<file path="src/rtl/linear_proj_pkg.sv">
// Shared types and sizing for the linear projection datapath and its BRAM loader.
// Loader widths are derived from the multiplier array geometry and matrix sizes.
package linear_proj_pkg;

  localparam int unsigned WIDTH_A     = 16;
  localparam int unsigned CHUNK_SIZE  = 4;
  localparam int unsigned NUM_CORES_A = 4;

  localparam int unsigned MAT_A_ROWS = 32;
  localparam int unsigned MAT_A_COLS = 32;
  localparam int unsigned MAT_B_ROWS = 32;
  localparam int unsigned MAT_B_COLS = 32;

  // One beat carries a full row slice for every core.
  localparam int unsigned ELEMS_PER_BEAT = CHUNK_SIZE * NUM_CORES_A;
  localparam int unsigned LOADER_DATA_W  = WIDTH_A * ELEMS_PER_BEAT;

  localparam int unsigned WORDS_A = (MAT_A_ROWS * MAT_A_COLS) / ELEMS_PER_BEAT;
  localparam int unsigned WORDS_B = (MAT_B_ROWS * MAT_B_COLS) / ELEMS_PER_BEAT;
  localparam int unsigned LOADER_DEPTH = (WORDS_A > WORDS_B) ? WORDS_A : WORDS_B;

  typedef enum logic [1:0] {
    StIdle,
    StEven,
    StOdd,
    StFin
  } loader_state_t;

endpackage

</file>
<file path="src/rtl/bram_pair_packer.sv">
// Holds the even beat and registers the dual-port (or odd-tail port-A-only) BRAM write.
// Strobes are high for exactly one cycle after the completing beat is accepted.
module bram_pair_packer
  import linear_proj_pkg::*;
#(
  parameter int unsigned DATA_W = LOADER_DATA_W,
  parameter int unsigned NUM_CH = 2,
  parameter int unsigned ADDR_W = 6,
  parameter int unsigned CH_W   = 1
) (
  input  logic              clk,
  input  logic              rst,
  input  logic [CH_W-1:0]   ch,
  input  logic [ADDR_W-1:0] base_addr,
  input  logic              even_fire,
  input  logic              even_last,
  input  logic              odd_fire,
  input  logic [DATA_W-1:0] s_data,
  output logic [NUM_CH-1:0] bram_ena,
  output logic [NUM_CH-1:0] bram_wea,
  output logic [ADDR_W-1:0] bram_addra,
  output logic [DATA_W-1:0] bram_dina,
  output logic [NUM_CH-1:0] bram_enb,
  output logic [NUM_CH-1:0] bram_web,
  output logic [ADDR_W-1:0] bram_addrb,
  output logic [DATA_W-1:0] bram_dinb
);

  logic [DATA_W-1:0] hold_q, hold_d;
  logic [NUM_CH-1:0] en_a_q, en_a_d, en_b_q, en_b_d;
  logic [ADDR_W-1:0] addra_q, addra_d, addrb_q, addrb_d;
  logic [DATA_W-1:0] dina_q, dina_d, dinb_q, dinb_d;
  logic [NUM_CH-1:0] ch_oh;

  assign ch_oh = NUM_CH'(1) << ch;

  always_comb begin
    hold_d  = hold_q;
    en_a_d  = '0;
    en_b_d  = '0;
    addra_d = addra_q;
    addrb_d = addrb_q;
    dina_d  = dina_q;
    dinb_d  = dinb_q;
    if (even_fire) begin
      hold_d = s_data;
    end
    if (even_fire && even_last) begin
      // Odd-length tail: the even beat goes straight out on port A alone.
      en_a_d  = ch_oh;
      addra_d = base_addr;
      dina_d  = s_data;
    end else if (odd_fire) begin
      en_a_d  = ch_oh;
      en_b_d  = ch_oh;
      addra_d = base_addr;
      addrb_d = base_addr | ADDR_W'(1);
      dina_d  = hold_q;
      dinb_d  = s_data;
    end
  end

  always_ff @(posedge clk) begin
    if (rst) begin
      hold_q  <= '0;
      en_a_q  <= '0;
      en_b_q  <= '0;
      addra_q <= '0;
      addrb_q <= '0;
      dina_q  <= '0;
      dinb_q  <= '0;
    end else begin
      hold_q  <= hold_d;
      en_a_q  <= en_a_d;
      en_b_q  <= en_b_d;
      addra_q <= addra_d;
      addrb_q <= addrb_d;
      dina_q  <= dina_d;
      dinb_q  <= dinb_d;
    end
  end

  assign bram_ena   = en_a_q;
  assign bram_wea   = en_a_q;
  assign bram_enb   = en_b_q;
  assign bram_web   = en_b_q;
  assign bram_addra = addra_q;
  assign bram_addrb = addrb_q;
  assign bram_dina  = dina_q;
  assign bram_dinb  = dinb_q;

endmodule

</file>
<file path="src/rtl/bram_pair_loader.sv">
// Streams beats into per-channel dual-port BRAMs as even/odd pairs and tracks load completion.
// Optional LOADER_STATUS_EN adds err_len and beat_cnt status outputs.
module bram_pair_loader
  import linear_proj_pkg::*;
#(
  parameter int unsigned DATA_W = LOADER_DATA_W,
  parameter int unsigned DEPTH  = LOADER_DEPTH,
  parameter int unsigned NUM_CH = 2,
  localparam int unsigned ADDR_W = $clog2(DEPTH),
  localparam int unsigned CH_W   = (NUM_CH > 1) ? $clog2(NUM_CH) : 1
) (
  input  logic              clk,
  input  logic              rst,
  input  logic              cfg_valid,
  output logic              cfg_ready,
  input  logic [CH_W-1:0]   cfg_ch,
  input  logic [ADDR_W:0]   cfg_len,
  input  logic              s_valid,
  output logic              s_ready,
  input  logic [DATA_W-1:0] s_data,
  output logic [NUM_CH-1:0] bram_ena,
  output logic [NUM_CH-1:0] bram_wea,
  output logic [ADDR_W-1:0] bram_addra,
  output logic [DATA_W-1:0] bram_dina,
  output logic [NUM_CH-1:0] bram_enb,
  output logic [NUM_CH-1:0] bram_web,
  output logic [ADDR_W-1:0] bram_addrb,
  output logic [DATA_W-1:0] bram_dinb,
  output logic              load_done,
  output logic [NUM_CH-1:0] loaded_mask,
  output logic              compute_start,
`ifdef LOADER_STATUS_EN
  output logic              err_len,
  output logic [ADDR_W:0]   beat_cnt,
`endif
  input  logic              compute_done
);

  localparam logic [ADDR_W:0] DepthLen = (ADDR_W + 1)'(DEPTH);

  loader_state_t     state_q, state_d;
  logic [CH_W-1:0]   ch_q, ch_d;
  logic [ADDR_W:0]   len_q, len_d;
  logic [ADDR_W-1:0] base_q, base_d;
  logic [NUM_CH-1:0] mask_q, mask_d;
  logic              started_q;

  logic [ADDR_W:0]   len_clamped;
  logic [ADDR_W:0]   base_ext;
  logic              even_last, odd_last;
  logic              even_fire, odd_fire;
  logic              all_loaded;

  assign len_clamped = (cfg_len > DepthLen) ? DepthLen : cfg_len;
  assign base_ext    = {1'b0, base_q};
  assign even_last   = (base_ext + (ADDR_W + 1)'(1)) == len_q;
  assign odd_last    = (base_ext + (ADDR_W + 1)'(2)) == len_q;
  assign even_fire   = (state_q == StEven) && s_valid;
  assign odd_fire    = (state_q == StOdd) && s_valid;

  always_comb begin
    state_d   = state_q;
    ch_d      = ch_q;
    len_d     = len_q;
    base_d    = base_q;
    cfg_ready = 1'b0;
    s_ready   = 1'b0;
    load_done = 1'b0;
    unique case (state_q)
      StIdle: begin
        cfg_ready = 1'b1;
        if (cfg_valid) begin
          ch_d    = cfg_ch;
          len_d   = len_clamped;
          base_d  = '0;
          state_d = (len_clamped == '0) ? StFin : StEven;
        end
      end
      StEven: begin
        s_ready = 1'b1;
        if (s_valid) begin
          state_d = even_last ? StFin : StOdd;
        end
      end
      StOdd: begin
        s_ready = 1'b1;
        if (s_valid) begin
          // Wrap to 0 only happens on the final pair, which exits to StFin.
          base_d  = base_q + ADDR_W'(2);
          state_d = odd_last ? StFin : StEven;
        end
      end
      StFin: begin
        load_done = 1'b1;
        state_d   = StIdle;
      end
      default: state_d = StIdle;
    endcase
  end

  // A completing load wins over a same-cycle compute_done clear.
  always_comb begin
    mask_d = mask_q;
    if (compute_done) begin
      mask_d = '0;
    end
    if (state_q == StFin) begin
      mask_d = mask_d | (NUM_CH'(1) << ch_q);
    end
  end

  assign all_loaded    = &mask_q;
  assign compute_start = all_loaded && !started_q;
  assign loaded_mask   = mask_q;

  always_ff @(posedge clk) begin
    if (rst) begin
      state_q   <= StIdle;
      ch_q      <= '0;
      len_q     <= '0;
      base_q    <= '0;
      mask_q    <= '0;
      started_q <= 1'b0;
    end else begin
      state_q   <= state_d;
      ch_q      <= ch_d;
      len_q     <= len_d;
      base_q    <= base_d;
      mask_q    <= mask_d;
      started_q <= all_loaded;
    end
  end

`ifdef LOADER_STATUS_EN
  logic            err_len_q;
  logic [ADDR_W:0] beat_cnt_q;

  always_ff @(posedge clk) begin
    if (rst) begin
      err_len_q  <= 1'b0;
      beat_cnt_q <= '0;
    end else begin
      if (cfg_valid && cfg_ready) begin
        beat_cnt_q <= '0;
        if (cfg_len > DepthLen) begin
          err_len_q <= 1'b1;
        end
      end else if (s_valid && s_ready) begin
        beat_cnt_q <= beat_cnt_q + (ADDR_W + 1)'(1);
      end
    end
  end

  assign err_len  = err_len_q;
  assign beat_cnt = beat_cnt_q;
`endif

  bram_pair_packer #(
    .DATA_W (DATA_W),
    .NUM_CH (NUM_CH),
    .ADDR_W (ADDR_W),
    .CH_W   (CH_W)
  ) u_packer (
    .clk        (clk),
    .rst        (rst),
    .ch         (ch_q),
    .base_addr  (base_q),
    .even_fire  (even_fire),
    .even_last  (even_last),
    .odd_fire   (odd_fire),
    .s_data     (s_data),
    .bram_ena   (bram_ena),
    .bram_wea   (bram_wea),
    .bram_addra (bram_addra),
    .bram_dina  (bram_dina),
    .bram_enb   (bram_enb),
    .bram_web   (bram_web),
    .bram_addrb (bram_addrb),
    .bram_dinb  (bram_dinb)
  );

endmodule
</file>
<file path="config.mk">
export PLATFORM = sky130hd
export DESIGN_NAME = bram_pair_loader
export DESIGN_NICKNAME = d
export VERILOG_FILES = /design/src/rtl/linear_proj_pkg.sv /design/src/rtl/bram_pair_packer.sv /design/src/rtl/bram_pair_loader.sv
export SDC_FILE = /design/constraint.sdc
export NUM_CORES = 2
export LEC_CHECK = 0
export ABC_AREA = 1
export BUFFER_PORTS_ARGS = -buffer_cell sky130_fd_sc_hd__buf_2
export CORE_AREA = 3 3 313 315
export DETAILED_ROUTE_END_ITERATION = 8
export DIE_AREA = 0 0 316 318
export PLACE_DENSITY = 0.49
export SLEW_MARGIN = 20
export SYNTH_ARGS = -nofsm -noshare
export SYNTH_HDL_FRONTEND = slang
export SYNTH_SLANG_ARGS = --single-unit
</file>
<file path="constraint.sdc">
create_clock -name clk -period 4.21 [get_ports clk]
set_input_delay 0.2105 -clock clk [delete_from_list [all_inputs] [get_ports clk]]
set_output_delay 0.2105 -clock clk [all_outputs]
set_load 0.02 [all_outputs]
</file>
# After elaboration in Yosys (flattened, before gate mapping)
# Cells that the tools add are included.
# Widths: inputs -> output; s select.
[totals]
reg_bits = 803
latchBits = 0
ram_bits = 0
mem_bits_ro = 0
inputBits = 269
out_inout_bits = 538
word_cells = 66
n_memories = 0
[classes]
add_sub_neg = 3
multipliers = 0
div = 0
order_cmp = 1
eq_ne = 8
shifts = 1
n_mux = 22
n_bitwise = 2
reduce_logical = 16
[ops]
columns = ["operator", "n"]
rows = [
  ["$mux 256", 2],
  ["$mux 6", 4],
  ["$mux 2", 9],
  ["$eq 7x7->1", 2],
  ["$pmux 6 s2", 1],
  ["$pmux 2 s4", 1],
  ["$add 6x1->7 const B", 1],
  ["$add 6x2->7 const B", 1],
  ["$gt 7x7->1 const B", 1],
  ["$logic_not 7->1", 1],
  ["$mux 7", 1],
  ["$add 6x2->6 const B", 1],
  ["$ne 2x2->1 const B", 3],
  ["$reduce_and 2->1", 3],
  ["$reduce_and 3->1", 2],
  ["$eq 2x2->1 const B", 2],
  ["$logic_and 1x1->1", 4],
  ["$mux 1", 4],
  ["$reduce_bool 2->1", 2],
  ["$reduce_or 2->1", 2],
  ["$eq 2x1->1 const B", 1],
  ["$logic_not 2->1", 1],
  ["$or 2x2->2", 1],
  ["$shl 1x1->2 const A", 1],
  ["2 further kinds", 2],
]

# Depth between registers and ports, before layout
[depth]
depth_word = 6
depth_mapped = 13
mapped_depth_nobuf = 11

# By module
# A second synthesis with hierarchy kept.
[hier_totals]
cells_unflattened = 4357
area_unflattened_um2 = 31933.1
[by_module_without_submodules]
columns = ["module", "n_inst", "cells_each", "area_per_inst_um2", "seq_area_each_um2"]
rows = [
  ["bram_pair_packer", 1, 4184, 30833.3, 15695.1],
  ["bram_pair_loader", 1, 173, 1099.8, 360.3],
]

# Worst setup path before layout
# Ideal clock, no wire load.
[synth_timing]
path_kind = "register to register"
start = "reg state_q[1]"
end = "reg u_packer.hold_q[129]"
setup_ps = 70
t_arrival_ps = 1850
required_time_ps = 4140
setup_slack_ps = 2289
stages_incl_launch_ff = 9
path_buffers = 3
synth_period_minus_slack_ps = 1921
path_cell_list = "dfxtp_1 inv_1 ha_1 nand2_1 clkbuf_1 clkbuf_1 clkbuf_1 nand2_1 a21oi_1"
[synth_between]
elab_chain_cells = 2
[synth_rtl]
columns = ["item", "line", "text"]
rows = [
  ["start, declared", "bram_pair_loader.sv:41", "loader_state_t state_q, state_d;"],
  ["start signal, assigned", "bram_pair_loader.sv:118", "state_q <= StIdle;"],
  ["start signal, assigned", "bram_pair_loader.sv:125", "state_q <= state_d;"],
  ["$eq 2x1->1", "bram_pair_loader.sv:58", "assign even_fire = (state_q == StEven) && s_valid;"],
  ["$logic_and 1x1->1", "bram_pair_loader.sv:58", ""],
  ["end signal, assigned", "bram_pair_packer.sv:73", "hold_q <= hold_d;"],
  ["end, declared", "bram_pair_packer.sv:29", "logic [DATA_W-1:0] hold_q, hold_d;"],
]
# No other way between the ends.
# A chain may end at the register's enable or synchronous reset.

# Final worst setup path
[layout_timing]
start = "reg state_q[1]"
end = "reg u_packer.dina_q[68] (netlist: u_packer.bram_dina[68])"
[layout_between]
elab_chain_cells = 4
[layout_rtl]
columns = ["item", "line", "text"]
rows = [
  ["$eq 2x1->1", "bram_pair_loader.sv:58", ""],
  ["$logic_and 1x1->1", "bram_pair_loader.sv:58", ""],
  ["$logic_and 1x1->1", "bram_pair_packer.sv:48", "if (even_fire && even_last) begin"],
  ["$mux 256 / $reduce_bool 2->1 (equally long branches)", "-", ""],
  ["end signal, assigned", "bram_pair_packer.sv:78", "dina_q <= dina_d;"],
  ["end, declared", "bram_pair_packer.sv:32", "logic [DATA_W-1:0] dina_q, dina_d, dinb_q, dinb_d;"],
]
# Parallel ways exist; a longest one is shown, timed or not.

==> summary.md <==
| Metric | Value |
|---|---|
| Status | completed |
| Sequential share of the synthesized area | 0.521 |
| Post-DP HPWL | 78.9 mm |
| First-pass DRT Iterations | 5 |
| Core Box Area | 95200 sq um |
| P&R area growth vs syn | 34.4% |
| Mean Syn Cell Area | 7.40 sq um |
| CTS buffer count | 91 |
| Slew Limit Fails | 0 |
| Multi-input gate area | 12400 sq um |
| Unrepaired setup endpoints after global routing | false |
| Worst setup startpoint | state_q[1]$_SDFFE_PP0P_ |
| Antenna violations before repair | 6 |
| FMAX | 318 MHz |
| Vias/cell | 4.85 |
| Die area | 100000 sq um |
| Placer Congestion | 0.817 |
| Top post-synthesis cells by area | dfxtp_1, o21ai_0, a21oi_1 |
| Synth top area share | 0.521 |
| Relative slew margins | 0.253 |
| Skew final | 0.0229 ns |
| Horiz. Die Dim | 316 um |
| Fin crit period | 3.14 ns |
| CP Data Arrival Time | 3.68 ns |
| Period utilization | 0.746 |
| # resized after CTS | 0 |
| Unique masters post-synth | 30 |
| Pre-CTS setup slack | 1.01 ns |
| Ys Warns | 0 |
| Max_cap viols | 0 |
| Pin count of the biggest net entering global routing | 187 |
| DRT iter0 DRCs | 2050 |
| Cts hold-fix bufs | 274 |
| I/O pins | 807 |
| Sw frac | 0.334 |
| Worst-margin pin slew | 1.12 ns |
| Register Area | 16000 sq um |
| CTS tree | built |
| Setup TNS | 0 ns |
| Die Y-Extent | 318 um |
| Post-synth EDFFs | 0 |
| Clock buffer depth | 3 |
| FP Rows | 113 |
| H-tree levels | 3 |
| Count leader, synth | dfxtp_1 |
| Number of global-route vias before repair | 29168 |
| Clock Sinks | 801 |
| Min setup slack post-route | 1.07 ns |
| Reg2Reg Setup Slack | 1.07 ns |
| Wire per inst | 19.4 um |
| WS Path Type | register to register |
| Cells after Synth | 4161 |
| Reg2Reg Depth | 10 |
| Starting density of the core | 0.324 |
| Pint | 15.2 mW |
| Layout cell share with drive strength beyond 1 | 0.197 |
| Remaining antenna violation count after routing | 0 |
| Combinational Power Share | 0.238 |
| FFs w/ async S/R, synth | 0 |
| Post-synth top area cell | dfxtp_1 |
| Net Switching | 7.65 mW |
| Worst IR Drop VDD | 0.355 mV |
| Post-Syn Nets | 4435 |
| Primary FF master, synth | dfxtp_1 |
| Worst Setup End Kind | register |
| Setup bufs post-CTS | 0 |
| Reg power frac | 0.402 |
| PortBufs | 805 |
| R2R Path End | u_packer.bram_dina[68]$_SDFFE_PP0P_ |
| Detailed-route wire length | 123 mm |
| Setup crit end | u_packer.bram_dina[68]$_SDFFE_PP0P_ |
| Cell Area, Synth | 30800 sq um |
| Vias after detailed routing | 30869 |
| Worst Path Max Fanout | 72 |
| #FFs+latches synth | 801 |
| PwrDens | 553 nW/um^2 |
| Clock Tree Root | clkbuf_16 |
| Grt total ovfl | 0 |
| Clk slew on worst S/H paths | 0.06 ns |
| Commonest cells in the netlist | dfxtp_1, nand2_1, o21ai_0 |
| Worst EP required | 4.75 ns |
| Clock Power Share | 0.360 |
| Setup violators final | 0 |
| Clock latency on the worst-skew pair | 0.67 ns |
| Total track usage | 0.234 |
| Nets@finish | 5301 |
| Worst Hold Class | primary input to register |
| DR DRC count | 0 |
| First-pass GRT wire length | 183 mm |
| FILL cells | 9877 |
| Worst reg2reg path startpoint | state_q[1]$_SDFFE_PP0P_ |
| P_leak | 17.5 nW |
| Critical path launch point type | register |
| Final Hold Viols | 0 |
sequential cells by signal, indices dropped and copies added, names as in the netlist:
signal,count
u_packer.bram_addrb,6
ch_q,1
u_packer.bram_dina,256
u_packer.bram_addra,5
u_packer.hold_q,256
u_packer.bram_enb,2
u_packer.bram_dinb,256
u_packer.bram_ena,2
state_q,2
base_q,5
loaded_mask,2
started_q,1
len_q,7
area by class of cell:
type,count,area share
flip-flops and latches,801,0.388
repair buffers,1113,0.174
inverters,272,0.0253
clock inverters,21,0.00659
clock buffers,147,0.0694
multi-input cells,2748,0.299
diodes,1,0.0000605
well taps,1265,0.0383
cells by family after synthesis:
| logic type | synth area share |
|---|---|
| and+or+nand+nor | 0.216 |
| AOI/OAI and AO/OA | 0.181 |
| DFF | 0.521 |
| buffers and inverters | 0.0791 |
| adders and majority gates | 0.00203 |
| xor gates and xnor gates | 0.000285 |
| other | 0.000122 |
power groups by stage:
stage | Sequential [mW] | Combinational [mW] | Clock, mW
floorplan | 10.0 | 2.55 | 0
global placement | 9.34 | 5.27 | 0
detailed placement | 9.35 | 5.29 | 0
CTS | 9.20 | 5.52 | 8.47
global route | 9.31 | 6.01 | 8.75
finish | 9.20 | 5.44 | 8.25
worst max-delay path, cell delays in order (launching register included):
cell and delay (ns):
dfxtp_1 0.33, inv_1 0.10, ha_1 0.26, nand2_4 0.10, inv_8 0.23, nand4_4 0.67
nand2_2 0.57, inv_2 0.20, buf_12 0.23, nor2_1 0.17, nor2_1 0.05
how the worst min path moves through the flow:
| stage | from | to | slack [ns] | depth (start not counted) |
|---|---|---|---|---|
| 2_1_floorplan | compute_done | loaded_mask[1]$_SDFF_PP0_ | 0.33 | 1 |
| 3_3_place_gp | u_packer.hold_q[92]$_SDFFE_PP0P_ | u_packer.hold_q[92]$_SDFFE_PP0P_ | 0.45 | 2 |
| 3_5_place_dp | compute_done | loaded_mask[0]$_SDFF_PP0_ | 0.45 | 2 |
| 4_1_cts | cfg_valid | state_q[1]$_SDFFE_PP0P_ | 0.02 | 6 |
| 5_1_grt | cfg_valid | state_q[1]$_SDFFE_PP0P_ | 0.13 | 6 |
| 6_report | cfg_valid | state_q[1]$_SDFFE_PP0P_ | 0.1 | 6 |
layer usage:
layer,global-route usage,routed length [um],up-vias
met1,0.285,51300,14407
met2,0.389,58300,908
met5,0,13,-
met3,0.0551,7820,235
li1,-,-,15317
met4,0.106,6010,2
cell usage in the layout (no fill, tap or decap), types with 2 or more instances in the layout:
master and instances:
a211oi_1 6, a21oi_1 515, o21ai_0 580, clkinv_2 10
clkbuf_1 21, nor2_1 576, buf_4 22, inv_2 3
nor3_1 4, clkbuf_8 32, clkinvlp_4 2, nand4_1 3
nand3_4 2, clkbuf_16 94, ha_1 5, nand2_1 658
inv_1 265, buf_12 12, dlygate4sd3_1 274, clkinv_8 3
nand2_4 2, o21ai_1 4, buf_2 804, o32ai_1 2
inv_8 3, dfxtp_1 801, nand3_1 380, bufinv_16 5
inv_6 2
stage by stage:
stage               utilization  std cells  area [sq um]  power, mW  hold slack, ns
finish                    0.435       6368         41400       22.9          0.0959
global route              0.435       6368         41400       24.1           0.127
CTS                       0.435       6367         41400       23.2          0.0244
detailed placement        0.373       5925         35500       14.6           0.447
global placement          0.373       5925         35500       14.6           0.452
floorplan                     -       4161         30800       12.6           0.329
Power figures use the tool's default switching activity.
